[src/rtl/ov7670_emulator.sv]
// ov7670_emulator: replays a frame buffer as an OV7670-style pclk/vsync/href/data stream; OV7670_EMU_TESTPAT_EN adds colour bars
module ov7670_emulator #(
    parameter int c_img_cols     = 80,
    parameter int c_img_rows     = 60,
    parameter int c_nb_img_pxls  = 13,
    parameter int c_vsync_pclks  = 3,
    parameter int c_vback_pclks  = 17,
    parameter int c_hblank_pclks = 16
) (
    input  logic                     clk,
    input  logic                     rst,
    input  logic                     enable,
    input  logic                     swap_r_b,
    input  logic                     test_pattern,
    output logic [c_nb_img_pxls-1:0] rd_addr,
    input  logic [15:0]              rd_data,
    output logic                     pclk,
    output logic                     vsync,
    output logic                     href,
    output logic [7:0]               data,
    output logic                     frame_done
);
    localparam logic [2:0] IDLE = 3'd0, VSYNC = 3'd1, VBACK = 3'd2, LINE = 3'd3, HBLANK = 3'd4;
    localparam int c_line = 2 * c_img_cols;
    localparam int c_m1 = c_vsync_pclks > c_vback_pclks ? c_vsync_pclks : c_vback_pclks;
    localparam int c_m2 = c_hblank_pclks > c_line ? c_hblank_pclks : c_line;
    localparam int c_cmax = c_m1 > c_m2 ? c_m1 : c_m2;
    localparam int c_cw = $clog2(c_cmax + 1);
    localparam int c_rw = $clog2(c_img_rows + 1);
    localparam logic [c_nb_img_pxls-1:0] c_last = c_nb_img_pxls'(c_img_cols * c_img_rows - 1);

    logic [2:0]      state;
    logic [c_cw-1:0] cnt;
    logic [c_rw-1:0] row;
    logic            swap_q;
    logic [7:0]      pix_lo;
    logic [15:0]     src, px;
    logic            vs_end, vb_end, ln_end, hb_end, last_row, load, start;

`ifdef OV7670_EMU_TESTPAT_EN
    localparam int c_bw = c_img_cols / 8 < 1 ? 1 : c_img_cols / 8;
    localparam logic [127:0] c_bars = {16'h0000, 16'h001F, 16'hF800, 16'hF81F,
                                       16'h07E0, 16'h07FF, 16'hFFE0, 16'hFFFF};
    logic            tp_q;
    logic [c_cw-1:0] col, bar_i;
    logic [2:0]      bar;
    // column of the pixel about to be loaded selects its colour bar
    always_comb begin
        col   = state == LINE ? (cnt + 1'b1) >> 1 : '0;
        bar_i = col / c_cw'(c_bw);
        bar   = bar_i > c_cw'(7) ? 3'd7 : bar_i[2:0];
        src   = tp_q ? c_bars[{bar, 4'b0} +: 16] : rd_data;
    end
`else
    logic unused_tp;
    assign unused_tp = test_pattern;
    assign src = rd_data;
`endif

    // period-end strobes; all fire on the clk edge where pclk falls
    always_comb begin
        vs_end   = pclk && state == VSYNC && cnt == c_cw'(c_vsync_pclks - 1);
        vb_end   = pclk && state == VBACK && cnt == c_cw'(c_vback_pclks - 1);
        ln_end   = pclk && state == LINE && cnt == c_cw'(c_line - 1);
        hb_end   = pclk && state == HBLANK && cnt == c_cw'(c_hblank_pclks - 1);
        last_row = row == c_rw'(c_img_rows - 1);
        load     = vb_end || (hb_end && !last_row) || (pclk && state == LINE && cnt[0] && !ln_end);
        start    = enable && (state == IDLE || (hb_end && last_row));
        px       = swap_q ? {src[4:0], src[10:5], src[15:11]} : src;
    end

    // frame sequencer: state, period counter, row counter, sync outputs
    always_ff @(posedge clk) begin
        if (rst) begin
            state      <= IDLE;
            cnt        <= '0;
            row        <= '0;
            pclk       <= 1'b0;
            vsync      <= 1'b0;
            href       <= 1'b0;
            frame_done <= 1'b0;
            swap_q     <= 1'b0;
`ifdef OV7670_EMU_TESTPAT_EN
            tp_q       <= 1'b0;
`endif
        end else begin
            pclk       <= state == IDLE ? 1'b0 : ~pclk;
            frame_done <= hb_end && last_row;
            if (start) begin
                state  <= VSYNC;
                vsync  <= 1'b1;
                cnt    <= '0;
                row    <= '0;
                swap_q <= swap_r_b;
`ifdef OV7670_EMU_TESTPAT_EN
                tp_q   <= test_pattern;
`endif
            end else if (hb_end && last_row) begin
                state <= IDLE;
                cnt   <= '0;
            end else if (pclk && state != IDLE) begin
                cnt <= cnt + 1'b1;
                if (vs_end) begin
                    state <= VBACK;
                    vsync <= 1'b0;
                    cnt   <= '0;
                end
                if (vb_end || hb_end) begin
                    state <= LINE;
                    href  <= 1'b1;
                    cnt   <= '0;
                end
                if (hb_end) row <= row + 1'b1;
                if (ln_end) begin
                    state <= HBLANK;
                    href  <= 1'b0;
                    cnt   <= '0;
                end
            end
        end
    end

    // pixel fetch and byte serialiser: address runs one pixel ahead of the byte stream
    always_ff @(posedge clk) begin
        if (rst) begin
            rd_addr <= '0;
            data    <= 8'h00;
            pix_lo  <= 8'h00;
        end else begin
            if (start) rd_addr <= '0;
            else if (load) rd_addr <= rd_addr == c_last ? '0 : rd_addr + 1'b1;
            if (load) begin
                data   <= px[15:8];
                pix_lo <= px[7:0];
            end else if (pclk && state == LINE) data <= cnt[0] ? 8'h00 : pix_lo;
        end
    end
endmodule
[config.mk]
export PLATFORM = sky130hd
export DESIGN_NAME = ov7670_emulator
export DESIGN_NICKNAME = d
export VERILOG_FILES = /design/src/rtl/ov7670_emulator.sv
export SDC_FILE = /design/constraint.sdc
export NUM_CORES = 1
export LEC_CHECK = 0
export BUFFER_PORTS_ARGS = -buffer_cell sky130_fd_sc_hd__buf_2
export CORE_UTILIZATION = 35
export DETAILED_ROUTE_END_ITERATION = 12
export GPL_TIMING_DRIVEN = 0
export RECOVER_POWER = 50
export SYNTH_ARGS = -nofsm -noshare
export SYNTH_HDL_FRONTEND = slang
export SYNTH_SLANG_ARGS = --single-unit
[constraint.sdc]
create_clock -name clk -period 2.8 [get_ports clk]
set_input_delay 0.56 -clock clk [delete_from_list [all_inputs] [get_ports clk]]
set_output_delay 0.56 -clock clk [all_outputs]
set_load 0.05 [all_outputs]
==> results_dict.tcl <==
set metrics [dict create \
    wire_per_inst_um 13.3 \
    grt_pass1_wl_um 9050 \
    yosys_most_used_dff "dfxtp_1" \
    cp_max_fo 10 \
    worst_ep_required_time_ns 3.00 \
    rows 29 \
    period_needed_ns 2.64 \
    worstMarginPinSlew_ns 0.604 \
    hold_viol 0 \
    clock_sinks 51 \
    rrSetupSlack_ns 0.16 \
    antenna_left 0 \
    die_h_um 84.4 \
    synth.most_common_cell "dfxtp_1" \
    drc 5 \
    pwr-share-seq_pct 52.0 \
    cap_viol_max_count 0 \
    die_w_um 84.4 \
    cts-root-buf "clkbuf_8" \
    core_mm2 0.00646 \
    pin_count 46 \
    swShare_pct 21.1 \
    p_int_mw 1.11 \
    drt-total-wl_um 5340 \
    ys_top_cells_by_count "51 x dfxtp_1, 31 x nor2_1, 22 x a21oi_1, 20 x nand2_1, 19 x a211oi_1" \
    synth-edff-count 0 \
    gp_congestion 0.850 \
    p_sw_mw 0.299 \
    outcome "finished with violations" \
    yosys_register_bits 51 \
    io_buffer_count 44 \
    synthCells 271 \
    leakage_nw 0.974 \
    critPathKind "flop to flop" \
    worstSetupStartpoint "cnt[4]$_SDFFE_PP0P_" \
    htree_num_levels 2 \
    hpwl_um 3900 \
    antenna_found_initial 0 \
    synth_nets 297 \
    vias_per_cell 5.29 \
    pwr-share-comb_pct 5.2 \
    synth_top_cell_by_area "dfxtp_1" \
    setup_viol 0 \
    overflow 0 \
    cts_tree "done" \
    synthDistinctLibCells 40 \
    grt_pass1_vias 1945 \
    worstSkewPairLatency_ns 0.31 \
    peakVddDrop_mv 0.193 \
    ys_seq_area_share_pct 43.0 \
    crit_path_end "rd_addr[3]$_SDFFE_PP0N_" \
    skew_ns 0.00998 \
    initial_core_util_pct 36.8 \
    drtIter0Drc 74 \
    r2r_start "cnt[4]$_SDFFE_PP0P_" \
    clkPwrFrac_pct 42.8 \
    cts_resized 0 \
    end_kind "flop" \
    synth_area_mm2 0.00237 \
    cts_buffers 5 \
    fmax_ghz 0.379 \
    period_share_pct 94.2 \
    synthTopCellsByArea "dfxtp_1 43%, a211oi_1 6.0%, nor2_1 4.9%" \
    finalMaxSlewViolations 0 \
    grt_max_degree 16 \
    worstSetupStartpointType "flop" \
    powerDensity_mw_per_mm2 504 \
    antenna_cells 0 \
    final_layout_size_suffix_gt1_share_pct 10.8 \
    holdBufCountCts 0 \
    layoutNonFillerInstCount 400 \
    post_cts_buffers 0 \
    finalPower_mw 1.41 \
    die_area_mm2 0.00712 \
    crit_arrival_ns 2.83 \
    avgSynthCellArea_um2 8.76 \
    relSlewSlack_pct 59.9 \
    clk_pin_slew_ns 0.09 \
    grt_use_total_pct 15.9 \
    ff2ff_path_depth 7 \
    violations "DRC" \
    vias 2117 \
    hp-class "flop to flop" \
    yosysTopAreaCellShare_pct 43.0 \
    synth_warnings 0 \
    clockBufferDepth 2 \
    async_reset_ff_share_pct 0 \
    syn2layout_area_growth_pct 18.0 \
    reg2reg_to "rd_addr[3]$_SDFFE_PP0N_" \
    nets 348 \
    place_inst 392 \
    drtPass1Iterations 8 \
]
[cell usage in the layout (no fill, tap or decap), types with 2 or more instances in the layout]
master	n
dfxtp_1	51
clkbuf_1	32
nor2_1	31
a21oi_1	22
buf_2	22
nand2_1	20
a211oi_1	19
nand3_1	12
xnor2_1	12
and3_1	11
mux2i_1	11
nor3_1	10
o21ai_0	8
or3_1	6
nand4_1	5
xor2_1	5
ha_1	5
clkbuf_8	5
inv_1	4
and4_1	4
or4_1	3
nand4b_1	2
a21o_1	2
and2_1	2
bufinv_16	2
[kinds of logic (layout without fill, tap and decap cells)]
group	after synthesis	count (layout)	share of synthesized area [%]
AOI/OAI and AO/OA	57	57	14.8
DFF	51	51	43.0
muxes	11	11	4.64
and+or+nand+nor	116	116	26.0
adders and majority gates	5	5	2.63
xor gates and xnor gates	17	17	6.27
buffers and inverters	14	66	2.69
[power by group through the flow]
stage / logic, mW / registers [mW] / clock network, mW
floorplan: 0.0372 / 0.757 / 0
global placement: 0.0737 / 0.751 / 0
detailed placement: 0.0741 / 0.751 / 0
CTS: 0.0741 / 0.734 / 0.616
global route: 0.0822 / 0.736 / 0.647
finish: 0.0729 / 0.734 / 0.605
[through the flow]
step	area (um2)	util (%)	hold slack [ns]	setup TNS [ns]	setup WS, ns
floorplan	2370	-	0.427	0	0.549
global placement	2690	41.7	0.443	0	0.208
detailed placement	2690	41.7	0.444	0	0.195
CTS	2820	43.7	0.461	0	0.175
global route	2800	43.4	0.495	-0.0204	-0.00854
finish	2800	43.4	0.463	0	0.163
[routing by layer]
metal  vias up  track usage [%]  wire length (um)
met3         7             3.34               250
met5         -                0                 0
met4         0             5.24                60
li1       1077                -                 -
met1       981             21.9              2660
met2        52             24.7              2370
[critical path, cell delays in order (launching register included)]
cell	delay [ns]
dfxtp_1	0.36
or4_1	0.61
nor4_4	0.49
a21o_1	0.22
a21o_1	0.28
o21bai_1	0.20
buf_2	0.28
nor2_1	0.07
[flip-flops by register name, indices dropped and copies added, names as in the netlist]
name,flops
data,8
pclk,1
cnt,8
state,3
frame_done,1
vsync,1
pix_lo,8
row,6
rd_addr,13
swap_q,1
href,1
[how the worst min path moves through the flow]
stage                           start                     end  slack [ns]  cells past startpoint
2_1_floorplan  pix_lo[5]$_SDFFE_PP0N_  pix_lo[5]$_SDFFE_PP0N_        0.43                      2
3_3_place_gp   pix_lo[7]$_SDFFE_PP0N_  pix_lo[7]$_SDFFE_PP0N_        0.44                      2
3_5_place_dp   pix_lo[7]$_SDFFE_PP0N_  pix_lo[7]$_SDFFE_PP0N_        0.44                      2
4_1_cts        pix_lo[7]$_SDFFE_PP0N_  pix_lo[7]$_SDFFE_PP0N_        0.46                      2
5_1_grt                    rd_data[6]  pix_lo[6]$_SDFFE_PP0N_        0.50                      3
6_report       pix_lo[7]$_SDFFE_PP0N_  pix_lo[7]$_SDFFE_PP0N_        0.46                      2
[layout make-up]
| cell class | instances | area, um2 |
|---|---|---|
| Buffer | 10 | 48.8 |
| Clock buffer | 6 | 72.6 |
| Clock inverter | 2 | 60.1 |
| Fill cell | 690 | 3660 |
| Inverter | 4 | 15.0 |
| Multi-Input combinational cell | 206 | 1300 |
| Sequential cell | 51 | 1020 |
| Tap cell | 77 | 96.3 |
| Timing Repair Buffer | 44 | 189 |
(Power assumes the default switching activity.)
